===== config.mk =====
export PLATFORM = sky130hd
export DESIGN_NAME = dual_request_buffer
export DESIGN_NICKNAME = d
export VERILOG_FILES = /design/src/rtl/dual_request_buffer_pkg.sv /design/src/rtl/dual_request_buffer_flush_fifo.sv /design/src/rtl/dual_request_buffer.sv
export SDC_FILE = /design/constraint.sdc
export NUM_CORES = 1
export LEC_CHECK = 0
export ABC_AREA = 0
export CORE_MARGIN = 3
export CORE_UTILIZATION = 35
export DETAILED_ROUTE_END_ITERATION = 6
export PLACE_DENSITY_LB_ADDON = 0.25
export SLEW_MARGIN = 20
export SYNTH_ARGS = -nofsm -noshare
export SYNTH_HDL_FRONTEND = slang
export SYNTH_SLANG_ARGS = --single-unit

===== constraint.sdc =====
create_clock -name clk -period 6.35 [get_ports clk]
set_input_delay 0.9525 -clock clk [delete_from_list [all_inputs] [get_ports clk]]
set_output_delay 0.9525 -clock clk [all_outputs]
set_load 0.005 [all_outputs]

===== src/rtl/dual_request_buffer_pkg.sv =====
// Shared widths, channel encodings and the round-robin pick helper for the
// dual-channel request buffer.
package dual_request_buffer_pkg;

    localparam int ADDRESS_WIDTH = 32;
    localparam int ID_WIDTH      = 8;

    localparam logic SRC_CH1 = 1'b0;
    localparam logic SRC_CH2 = 1'b1;

    // With both channels eligible the grant alternates away from the last winner.
    function automatic logic rr_pick(input logic last_grant,
                                     input logic eligible_1,
                                     input logic eligible_2);
        logic pick;
        if (eligible_1 && eligible_2) begin
            pick = (last_grant == SRC_CH1) ? SRC_CH2 : SRC_CH1;
        end else if (eligible_2) begin
            pick = SRC_CH2;
        end else begin
            pick = SRC_CH1;
        end
        return pick;
    endfunction

endpackage


===== src/rtl/dual_request_buffer_flush_fifo.sv =====
// Per-channel request FIFO with id-match cancellation of buffered entries and
// automatic popping of a cancelled head so it never reaches arbitration.
module flush_fifo
    import dual_request_buffer_pkg::*;
#(
    parameter int DEPTH  = 4,
    parameter int ADDR_W = ADDRESS_WIDTH,
    parameter int ID_W   = ID_WIDTH
) (
    input  logic                     clk,
    input  logic                     reset,
    input  logic                     push_valid,
    input  logic [ADDR_W-1:0]        push_address,
    input  logic [ID_W-1:0]          push_id,
    input  logic                     flush,
    input  logic [ID_W-1:0]          flush_id,
    input  logic                     pop,
    output logic                     full,
    output logic [$clog2(DEPTH):0]   count,
    output logic                     head_valid,
    output logic [ADDR_W-1:0]        head_address,
    output logic [ID_W-1:0]          head_id
);

    localparam int PTR_W = $clog2(DEPTH);
    localparam int CNT_W = PTR_W + 1;

    logic [DEPTH-1:0]  valid_q, valid_d;
    logic [ADDR_W-1:0] addr_q [DEPTH];
    logic [ADDR_W-1:0] addr_d [DEPTH];
    logic [ID_W-1:0]   id_q   [DEPTH];
    logic [ID_W-1:0]   id_d   [DEPTH];
    logic [PTR_W-1:0]  wr_ptr_q, wr_ptr_d;
    logic [PTR_W-1:0]  rd_ptr_q, rd_ptr_d;
    logic [CNT_W-1:0]  count_q, count_d;

    logic not_empty;
    logic head_flushed;
    logic do_push;
    logic do_pop;

    assign not_empty = (count_q != '0);
    assign full      = (count_q == CNT_W'(DEPTH));
    assign count     = count_q;

    // A head matched by this cycle's flush is already treated as cancelled.
    assign head_flushed = flush && (id_q[rd_ptr_q] == flush_id);
    assign head_valid   = not_empty && valid_q[rd_ptr_q] && !head_flushed;
    assign head_address = addr_q[rd_ptr_q];
    assign head_id      = id_q[rd_ptr_q];

    assign do_push = push_valid && !full && !(flush && (push_id == flush_id));
    assign do_pop  = pop || (not_empty && !head_valid);

    always_comb begin
        // NOTE: every variable gets a default first so no path leaves it unassigned and infers a latch.
        valid_d = valid_q;
        addr_d  = addr_q;
        id_d    = id_q;
        for (int i = 0; i < DEPTH; i++) begin
            if (flush && (id_q[i] == flush_id)) begin
                valid_d[i] = 1'b0;
            end
        end
        if (do_push) begin
            valid_d[wr_ptr_q] = 1'b1;
            addr_d[wr_ptr_q]  = push_address;
            id_d[wr_ptr_q]    = push_id;
        end
        wr_ptr_d = wr_ptr_q + PTR_W'(do_push);
        rd_ptr_d = rd_ptr_q + PTR_W'(do_pop);
        count_d  = count_q + CNT_W'(do_push) - CNT_W'(do_pop);
    end

    // NOTE: state flops use non-blocking assignments so all of them update from pre-edge values.
    always_ff @(posedge clk or posedge reset) begin
        if (reset) begin
            valid_q  <= '0;
            wr_ptr_q <= '0;
            rd_ptr_q <= '0;
            count_q  <= '0;
        end else begin
            valid_q  <= valid_d;
            wr_ptr_q <= wr_ptr_d;
            rd_ptr_q <= rd_ptr_d;
            count_q  <= count_d;
        end
    end

    // NOTE: payload storage is not reset; the valid bits and count decide what is live.
    always_ff @(posedge clk) begin
        addr_q <= addr_d;
        id_q   <= id_d;
    end

endmodule


===== src/rtl/dual_request_buffer.sv =====
// Two-channel request buffer: per-channel flushable FIFOs merged round-robin
// into one registered output with a ready handshake.
module dual_request_buffer
    import dual_request_buffer_pkg::*;
#(
    parameter int DEPTH  = 4,
    parameter int ADDR_W = ADDRESS_WIDTH,
    parameter int ID_W   = ID_WIDTH
) (
    input  logic              clk,
    input  logic              reset,
    input  logic              in_valid_1,
    input  logic [ADDR_W-1:0] in_address_1,
    input  logic [ID_W-1:0]   in_id_1,
    output logic              stall_1,
    input  logic              flush_1,
    input  logic [ID_W-1:0]   flush_id_1,
    input  logic              in_valid_2,
    input  logic [ADDR_W-1:0] in_address_2,
    input  logic [ID_W-1:0]   in_id_2,
    output logic              stall_2,
    input  logic              flush_2,
    input  logic [ID_W-1:0]   flush_id_2,
    output logic              out_valid,
    output logic [ADDR_W-1:0] out_address,
    output logic [ID_W-1:0]   out_id,
    output logic              out_src,
    input  logic              out_ready
);

    logic [$clog2(DEPTH):0] count_1, count_2;
    logic                   head_valid_1, head_valid_2;
    logic [ADDR_W-1:0]      head_address_1, head_address_2;
    logic [ID_W-1:0]        head_id_1, head_id_2;
    logic                   pop_1, pop_2;

    logic              out_valid_q, out_valid_d;
    logic [ADDR_W-1:0] out_address_q, out_address_d;
    logic [ID_W-1:0]   out_id_q, out_id_d;
    logic              out_src_q, out_src_d;
    logic              last_grant_q, last_grant_d;

    logic grant;
    logic load;
    logic held_flushed;

    flush_fifo #(.DEPTH(DEPTH), .ADDR_W(ADDR_W), .ID_W(ID_W)) u_fifo_1 (
        .clk          (clk),
        .reset        (reset),
        .push_valid   (in_valid_1),
        .push_address (in_address_1),
        .push_id      (in_id_1),
        .flush        (flush_1),
        .flush_id     (flush_id_1),
        .pop          (pop_1),
        .full         (stall_1),
        .count        (count_1),
        .head_valid   (head_valid_1),
        .head_address (head_address_1),
        .head_id      (head_id_1)
    );

    flush_fifo #(.DEPTH(DEPTH), .ADDR_W(ADDR_W), .ID_W(ID_W)) u_fifo_2 (
        .clk          (clk),
        .reset        (reset),
        .push_valid   (in_valid_2),
        .push_address (in_address_2),
        .push_id      (in_id_2),
        .flush        (flush_2),
        .flush_id     (flush_id_2),
        .pop          (pop_2),
        .full         (stall_2),
        .count        (count_2),
        .head_valid   (head_valid_2),
        .head_address (head_address_2),
        .head_id      (head_id_2)
    );

    assign grant = rr_pick(last_grant_q, head_valid_1, head_valid_2);
    assign load  = (!out_valid_q || out_ready) && (head_valid_1 || head_valid_2);
    assign pop_1 = load && (grant == SRC_CH1);
    assign pop_2 = load && (grant == SRC_CH2);

    // A held request is cancelled only by a flush from its own channel.
    assign held_flushed = out_valid_q && !out_ready &&
        (((out_src_q == SRC_CH1) && flush_1 && (out_id_q == flush_id_1)) ||
         ((out_src_q == SRC_CH2) && flush_2 && (out_id_q == flush_id_2)));

    always_comb begin
        out_valid_d   = out_valid_q;
        out_address_d = out_address_q;
        out_id_d      = out_id_q;
        out_src_d     = out_src_q;
        last_grant_d  = last_grant_q;
        if (load) begin
            out_valid_d   = 1'b1;
            out_address_d = (grant == SRC_CH2) ? head_address_2 : head_address_1;
            out_id_d      = (grant == SRC_CH2) ? head_id_2 : head_id_1;
            out_src_d     = grant;
            last_grant_d  = grant;
        end else if (out_valid_q && out_ready) begin
            out_valid_d = 1'b0;
        end else if (held_flushed) begin
            out_valid_d = 1'b0;
        end
    end

    // Last grant resets to ch2 so the first contested pick goes to ch1.
    always_ff @(posedge clk or posedge reset) begin
        if (reset) begin
            out_valid_q   <= 1'b0;
            out_address_q <= '0;
            out_id_q      <= '0;
            out_src_q     <= SRC_CH1;
            last_grant_q  <= SRC_CH2;
        end else begin
            out_valid_q   <= out_valid_d;
            out_address_q <= out_address_d;
            out_id_q      <= out_id_d;
            out_src_q     <= out_src_d;
            last_grant_q  <= last_grant_d;
        end
    end

    assign out_valid   = out_valid_q;
    assign out_address = out_address_q;
    assign out_id      = out_id_q;
    assign out_src     = out_src_q;

    count_in_range_a : assert property (@(posedge clk) disable iff (reset)
        (count_1 <= ($clog2(DEPTH)+1)'(DEPTH)) && (count_2 <= ($clog2(DEPTH)+1)'(DEPTH)));

endmodule


==> out/metrics.yaml, run 1 <==
status: "finished, final reports clean"
postRouteWirelength_um: 37600
layout.nets: 1186
cts_tree: "built"
hold_start: "out_address[19]"
p_leak_uw: 0.00665
synth_seq_cells: 385
period_share_pct: 68.7
yosys.area.top_type: "edfxtp_1"
synthCells: 928
dieArea_mm2: 0.0486
path_max_fanout: 43
max_freq_ghz: 0.229
io_pins: 147
routedWlPerCell_um: 22.1
viasPerCell: 5.08
routabilityCongestion: 0.848
ant_nets: 0
finalClockSkew_ns: 0.0206
avgSynthCellArea_um2: 17.4
drc: 0
dr.pass1.iters: 4
place_hpwl_um: 25900
power_density_mw_per_mm2: 460
worstPathArrival_ns: 4.83
ys_types: 39
rr_endpoint: "u_fifo_1.count[2]"
dr_total_vias: 8625
clock_latency_ns: 0.54
ys_warn_count: 0
die_y_um: 221
cts_buffers: 41
crit_required_ns: 6.81
rsz0062_at_grt: "false"
finalWorstPathRequiredPeriod_ns: 4.36
endpoint_kind: "register"
setup_viol: 0
relSlewSlack_pct: 33.6
reg2reg_from: "u_fifo_2.rd_ptr_q[0]"
synth_area_leaders: "edfxtp_1 (60%), mux4_2 (11%), dfrtp_1 (9.9%)"
vdd_drop_max_uv: 242
rr_worst_depth: 15
tightest_slew_ns: 0.994
grt_pass1_wl_um: 56700
grt_usage_pct: 15.6
drive_above_1_share_pct: 16.2
final_max_slew_viol_count: 0
fillers: 3972
grt-ovfl-total: 0
yosysSeqAreaShare_pct: 69.8
grt_pass1_vias: 9038
whs_path_depth: 2
ctsLongestPathBuffers: 3
fin_util_pct: 43.6
fp.dieW_um: 221
syn_to_final_growth_pct: 21.3
antenna_found_initial: 1
mostFrequentLayoutCells: "edfxtp_1 (320), clkdlybuf4s50_1 (146), xor2_1 (93)"
crit_type: "register to register"
ctsResizeCount: 0
cts.sinks: 385
cts_hold_buf: 0
synth_nets: 1041
grt_max_degree: 66
critPathLaunch: "u_fifo_2.rd_ptr_q[0]"
clkSlewWorstSetupHoldPaths_ns: 0.06
maxCapViolCount: 0
min_to: "out_address[19]"
netlist_area_mm2: 0.0161
start_util_pct: 35.9
hold_viol_final: 0
portBuffers: 146
start_kind: "register"
post_cts_buffers: 0
cts-root-buf: "clkbuf_16"
drtIter0Drc: 602
core_mm2: 0.0448
r2r_setup_slack_ns: 1.99
fin_tns_setup_ns: 0
rows: 77
min_path_type: "register to register"
cts_max_level: 2
yosysTopAreaCellShare_pct: 59.7
final_common_cell: "edfxtp_1"
## power breakdown
part / leakage [uW] / switching, uW / internal [uW]
logic: 0.00230 / 1560 / 1360
clock network: 0.000654 / 950 / 1360
registers: 0.00369 / 344 / 3410
## worst max-delay path: stages, from the launching register on
cell	delay [ns]
dfrtp_2	0.53
buf_4	0.63
mux4_2	0.60
nor2b_1	0.16
o31a_1	0.12
buf_4	0.27
nand2b_1	0.13
buf_4	0.36
nand2_1	0.09
a31oi_1	0.26
ha_1	0.17
inv_1	0.04
ha_1	0.18
fa_1	0.41
xnor2_1	0.19
xnor2_1	0.14
## worst max-delay path by stage
stage	endpoint	slack, ns	cells after the start
after detailed placement	u_fifo_1.count[2]	1.73	15
final	u_fifo_1.count[2]	1.99	15
after floorplan	u_fifo_1.addr_q[64]	2.30	7
after global placement	u_fifo_1.count[2]	1.83	15
after global routing	u_fifo_1.count[2]	1.61	15
after CTS	u_fifo_1.count[2]	1.85	15
## stage by stage
stage	instances	hold slack [ns]	worst slack [ns]	power, uW	cell area [um^2]
after floorplan	928	0.444	2.30	5690	16100
after global placement	1620	0.460	1.83	6750	18200
after detailed placement	1621	0.466	1.73	6790	18200
after CTS	1696	0.475	1.85	9130	19500
after global routing	1698	0.490	1.61	9520	19500
final	1698	0.474	1.99	8990	19500
## sequential cells by signal, indices dropped and copies added (netlist names), 3 cells and up
| name | count |
|---|---|
| u_fifo_1.id_q | 32 |
| u_fifo_1.addr_q | 128 |
| u_fifo_1.count | 3 |
| u_fifo_2.addr_q | 128 |
| u_fifo_2.valid_q | 4 |
| out_address | 32 |
| u_fifo_2.count | 3 |
| u_fifo_2.id_q | 32 |
| out_id | 8 |
| u_fifo_1.valid_q | 4 |
## synthesized netlist by cell type, drive strengths merged
cell	n
a21o	5
o221ai	1
o21ai	4
mux4	81
mux2	1
nor4	14
nand4	56
nand2b	3
fa	2
o41ai	3
nand2	50
and3b	2
nor2b	4
xnor2	28
edfxtp	320
o31a	1
and3	2
nand3	46
o31ai	1
mux2i	4
clkbuf	38
o22ai	1
nor2	6
xor2	93
a21oi	1
nand3b	33
nor4b	1
inv	12
nor3	9
buf	26
a22oi	1
dfrtp	64
dfstp	1
and2	5
a31oi	1
ha	8
## cells by family (layout without fill, tap and decap cells)
group	count (synthesis)	count (layout)	share of synthesized area [%]
adders and majority gates	10	10	0.870
AOI/OAI and AO/OA	19	19	0.917
DFF	385	385	69.8
buffers and inverters	76	253	2.23
xor gates and xnor gates	121	121	6.58
muxes	86	86	11.6
and+or+nand+nor	231	231	7.98
other	0	1	0
## per-layer routing
metal | wire [um] | up-vias | track usage (%)
li1 | - | 3919 | -
met2 | 18100 | 280 | 25.5
met5 | 0 | - | 0
met3 | 2490 | 55 | 2.79
met1 | 16200 | 4371 | 21.8
met4 | 813 | 0 | 4.16
## final cells by class
class,count,area [um^2],share of cell area (%)
multi-input combinational,467,4540,23.3
inverter,12,45.0,0.231
clock buffer,57,1160,5.93
clock inverter,18,151,0.775
sequential,385,11200,57.5
tap,592,741,3.79
timing repair buffer,166,1650,8.45
antenna,1,2.50,0.0128
Note: power is estimated with default switching activity, not from simulation.
==> inputs of run 2 (changes only) <==
clock period = 3.9 ns   (was 6.35 ns; I/O delays follow)
==> run 2 against run 1 <==
Effect of this change: register-to-register slack worse by 1.7 ns; total power up 65%; sequential share of layout area fell by 0.87 points; worst hold slack got worse by 0.00099 ns; cell count up 1.6%; utilization grew 0.67 points; critical path depth fell by 3; non-clock buffer count up 25; cell area increased by 1.5%; largest power group unchanged.
==> out/metrics.yaml, run 2 (same netlist as run 1, synthesis figures left out) <==
path_cells: "mux4_2, xnor2_1, nand4_1, o31a_1, nand3_1, o21ai_0, ha_1, inv_1, ha_1, fa_1, xor2_1, xnor2_1"
fp.dieW_um: 221
wl_met3_um: 2680
routabilityCongestion: 0.845
fin_util_pct: 44.3
power_density_mw_per_mm2: 748
fin_tns_setup_ns: 0
place_hpwl_um: 26900
endpoint: "u_fifo_2.count[2]"
ctsLongestPathBuffers: 3
drtIter0Drc: 621
rr_endpoint: "u_fifo_2.count[2]"
hold_viol_final: 0
rr_worst_depth: 12
ant_nets: 0
wl_met2_um: 19100
dr.pass1.iters: 4
final_max_slew_viol_count: 0
vdd_drop_max_uv: 378
grt_pass1_wl_um: 58300
min_path_type: "register to register"
endpoint_kind: "register"
mostFrequentLayoutCells: "edfxtp_1 (320), clkdlybuf4s50_1 (146), xor2_1 (93)"
layout.nets: 1211
dieArea_mm2: 0.0486
dr_total_vias: 8720
core_mm2: 0.0448
tightest_slew_ns: 0.896
start_kind: "register"
path_max_fanout: 11
io_pins: 147
top_regs: "u_fifo_1.addr_q (128), u_fifo_2.addr_q (128)"
start_util_pct: 35.9
ctsResizeCount: 0
drc: 0
cts-root-buf: "clkbuf_16"
postRouteWirelength_um: 39000
pre_cts_slack_ns: 0.296
wl_met1_um: 16600
setup_viol: 0
cts_buffers: 41
cts_max_level: 2
final_common_cell: "edfxtp_1"
multiInputGateArea_mm2: 0.00454
clock_latency_ns: 0.54
regArea_mm2: 0.0112
cts_tree: "built"
status: "finished, final reports clean"
crit_required_ns: 4.32
slowest_stage: "mux4_2"
crit_type: "register to register"
routedWlPerCell_um: 22.6
fillers: 4002
grt_usage_pct: 16.1
grt-ovfl-total: 0
post_cts_buffers: 0
reg2reg_from: "u_fifo_2.rd_ptr_q[0]"
cpPeakStageDelay_ns: 0.60
period_share_pct: 91.8
cts_hold_buf: 0
syn_to_final_growth_pct: 23.2
rows: 77
drive_above_1_share_pct: 17.9
p_leak_uw: 0.00679
rsz0062_at_grt: "false"
top_layer_used: "met5"
antenna_found_initial: 5
die_y_um: 221
viasPerCell: 5.06
clkSlewWorstSetupHoldPaths_ns: 0.06
worst_slack_ns: 0.320
max_freq_ghz: 0.279
finalWorstPathRequiredPeriod_ns: 3.58
power.total_uw: 14800
finalClockSkew_ns: 0.0189
portBuffers: 146
grt_pass1_vias: 9263
grt_max_degree: 41
maxCapViolCount: 0
cts.sinks: 385
r2r_setup_slack_ns: 0.32
worstPathArrival_ns: 4.00
relSlewSlack_pct: 40.2
critPathLaunch: "u_fifo_2.rd_ptr_q[0]"
-- run 2: final cells by class --
cell class / count / area share (%)
inverters: 12 / 0.227
clock inverters: 13 / 0.612
flip-flops and latches: 385 / 56.7
well taps: 592 / 3.73
multi-input cells: 467 / 22.9
clock buffers: 63 / 6.06
repair buffers: 191 / 9.76
diodes: 2 / 0.0252
-- run 2: worst min-delay path by stage --
stage / from / end / cells past startpoint / slack (ns)
final: u_fifo_1.valid_q[2] / u_fifo_1.valid_q[2] / 1 / 0.47
after global routing: last_grant_q / last_grant_q / 2 / 0.49
after CTS: last_grant_q / last_grant_q / 2 / 0.48
after detailed placement: u_fifo_1.valid_q[2] / u_fifo_1.valid_q[2] / 1 / 0.46
after global placement: u_fifo_1.valid_q[2] / u_fifo_1.valid_q[2] / 1 / 0.46
after floorplan: last_grant_q / last_grant_q / 2 / 0.44
-- run 2: metal layers --
metal | global-route usage (%) | vias to the layer above
li1 | - | 3968
met4 | 3.45 | 6
met5 | 0 | -
met1 | 21.7 | 4470
met2 | 26.5 | 220
met3 | 4.11 | 56
-- run 2: report_power, final --
| group | internal, uW | leakage [uW] | switching [uW] |
|---|---|---|---|
| registers | 5550 | 0.00369 | 537 |
| clock network | 2260 | 0.000650 | 1570 |
| logic | 2300 | 0.00245 | 2620 |
| total | 10100 | 0.00679 | 4730 |
-- run 2: critical path, delay by kind of cell, from the launching register on --
| family | cells | cell delay, ns |
|---|---|---|
| AO/OA/AOI/OAI | 2 | 0.57 |
| XOR/XNOR | 3 | 0.43 |
| adder cells (fa/ha/maj) | 3 | 0.92 |
| buffers and inverters | 1 | 0.04 |
| flip-flops | 1 | 0.58 |
| multiplexers | 1 | 0.60 |
| AND/OR/NAND/NOR | 2 | 0.31 |
-- run 2: through the flow --
step / hold WS [ns] / std cells / area [um^2]
floorplan: 0.444 / 928 / 16100
CTS: 0.475 / 1723 / 19800
global route: 0.489 / 1723 / 19800
finish: 0.473 / 1725 / 19800
detailed placement: 0.464 / 1647 / 18500
global placement: 0.456 / 1647 / 18500
==> inputs of run 3 (changes only) <==
clock period = 4.1 ns   (was 3.9 ns; I/O delays follow)
==> run 3 against run 2 <==
Effect of this change: die area unchanged; sequential power decreased by 4.6%; worst setup slack gained 0.18 ns; clock-buffer cell count is 6 lower; combinational power decreased by 5.9%; via count about the same; register-to-register slack improved by 0.18 ns; non-clock buffer count is 2 lower; wire length fell by 0.30%; global-route usage grew 0.060 points; first-iteration DRC count rose by 5.0%; critical path type unchanged; largest cell class unchanged; highest routed layer unchanged.
==> out/metrics.yaml, run 3 (same netlist as run 1, synthesis figures left out) <==
vdd_drop_max_uv: 554
top_regs: "u_fifo_1.addr_q (128), u_fifo_2.addr_q (128)"
post_cts_buffers: 0
p_int_uw: 9830
grt_pass1_wl_um: 58400
critPathLaunch: "u_fifo_2.rd_ptr_q[0]"
io_pins: 147
mostFrequentLayoutCells: "edfxtp_1 (320), clkdlybuf4s50_1 (146), xor2_1 (93)"
setup_viol: 0
tightest_slew_ns: 0.754
hold_viol_final: 0
worstPathArrival_ns: 4.02
grt_usage_pct: 16.1
core_mm2: 0.0448
seq_power_share_pct: 40.6
die_y_um: 221
routedWlPerCell_um: 22.5
postRouteWirelength_um: 38900
syn_to_final_growth_pct: 23.7
fin_tns_setup_ns: 0
grt_pass1_vias: 9400
ctsResizeCount: 0
fin_util_pct: 44.5
path_cells: "mux4_2, xnor2_1, nand4_1, o31a_1, nand3_1, o21ai_0, ha_1, inv_1, ha_1, fa_1, xor2_1, xnor2_1"
cpPeakStageDelay_ns: 0.59
cts_max_level: 2
reg2reg_from: "u_fifo_2.rd_ptr_q[0]"
crit_type: "register to register"
viasPerCell: 5.06
rr_worst_depth: 12
slowest_stage: "mux4_2"
dr_total_vias: 8723
rsz0062_at_grt: "false"
max_freq_ghz: 0.277
hold_start: "last_grant_q"
start_util_pct: 35.9
final_common_cell: "edfxtp_1"
pwr-share-comb_pct: 32.4
routabilityCongestion: 0.847
drive_above_1_share_pct: 18.5
cts.sinks: 385
dr.pass1.iters: 5
status: "finished, final reports clean"
hold-worst-slack_ns: 0.472
final_max_slew_viol_count: 0
power_density_mw_per_mm2: 719
fp.dieW_um: 221
clock_latency_ns: 0.53
min_path_type: "register to register"
endpoint: "u_fifo_2.count[2]"
dieArea_mm2: 0.0486
clkSlewWorstSetupHoldPaths_ns: 0.06
path_max_fanout: 11
rr_endpoint: "u_fifo_2.count[2]"
place_hpwl_um: 27000
portBuffers: 146
layout.nets: 1211
period_share_pct: 87.9
switching_power_uw: 4480
grt-ovfl-total: 0
grt_max_degree: 44
clkPwrFrac_pct: 27.0
relSlewSlack_pct: 49.6
p_leak_uw: 0.00684
finalWorstPathRequiredPeriod_ns: 3.61
antenna_found_initial: 3
ctsLongestPathBuffers: 3
cts_buffers: 43
drtIter0Drc: 652
start_kind: "register"
r2r_setup_slack_ns: 0.49
finalClockSkew_ns: 0.0121
switching_share_pct: 31.3
crit_required_ns: 4.52
drc: 0
fillers: 3934
multiInputGateArea_mm2: 0.00454
regArea_mm2: 0.0112
cts-root-buf: "clkbuf_16"
cts_tree: "built"
ant_nets: 0
rows: 77
cts_hold_buf: 0
endpoint_kind: "register"
maxCapViolCount: 0
run 3: cell types whose count changed in the layout (fill, tap and decap cells not counted):
cell,before,now
clkbuf_16,43,45
clkbuf_1,15,5
clkinvlp_4,1,2
clkinv_1,1,4
inv_6,1,0
clkinv_2,7,10
clkinv_4,0,1
buf_12,11,9
clkbuf_8,5,7
bufinv_16,2,4
inv_4,1,0
run 3: metrics by stage:
stage	instance area (um^2)	setup WS, ns	instances	power, uW
global route	19900	0.311	1723	15100
CTS	19900	0.499	1723	14600
detailed placement	18500	0.503	1645	10600
floorplan	16100	0.388	928	8810
global placement	18500	0.570	1645	10600
finish	19900	0.495	1725	14300
run 3: layout make-up:
type,instances,share of cell area (%)
sequential,385,56.4
multi-input combinational,467,22.8
timing repair buffer,189,9.52
clock buffer,57,6.23
tap,592,3.72
clock inverter,21,1.05
inverter,12,0.226
antenna,2,0.0251
run 3: worst max-delay path: cells and delay by family, from the launching register on:
family	cells	cell delay, ns
AO/OA/AOI/OAI	2	0.61
buffers and inverters	1	0.05
flip-flops	1	0.55
multiplexers	1	0.59
AND/OR/NAND/NOR	2	0.32
adder cells (fa/ha/maj)	3	0.92
XOR/XNOR	3	0.44
run 3: power by group through the flow:
stage / clock, uW / combinational (uW) / sequential [uW]
after floorplan: 0 / 3140 / 5670
after global placement: 0 / 4710 / 5860
after detailed placement: 0 / 4760 / 5890
after CTS: 3970 / 4780 / 5820
after global routing: 4140 / 5080 / 5900
final: 3860 / 4640 / 5810
run 3: worst min path at each step:
stage | slack (ns) | depth (start not counted) | to
after floorplan | 0.44 | 2 | last_grant_q
after global placement | 0.46 | 1 | u_fifo_1.valid_q[0]
after detailed placement | 0.46 | 1 | u_fifo_1.valid_q[2]
after CTS | 0.47 | 2 | last_grant_q
after global routing | 0.50 | 1 | u_fifo_1.valid_q[2]
final | 0.47 | 2 | last_grant_q
run 3: per-layer routing:
layer	part of all wire, %	vias up	track usage (%)
met2	50	269	27.6
li1	-	3974	-
met1	41	4427	20.9
met3	7.0	49	3.74
met4	1.8	4	3.80
met5	0.25	-	1.21
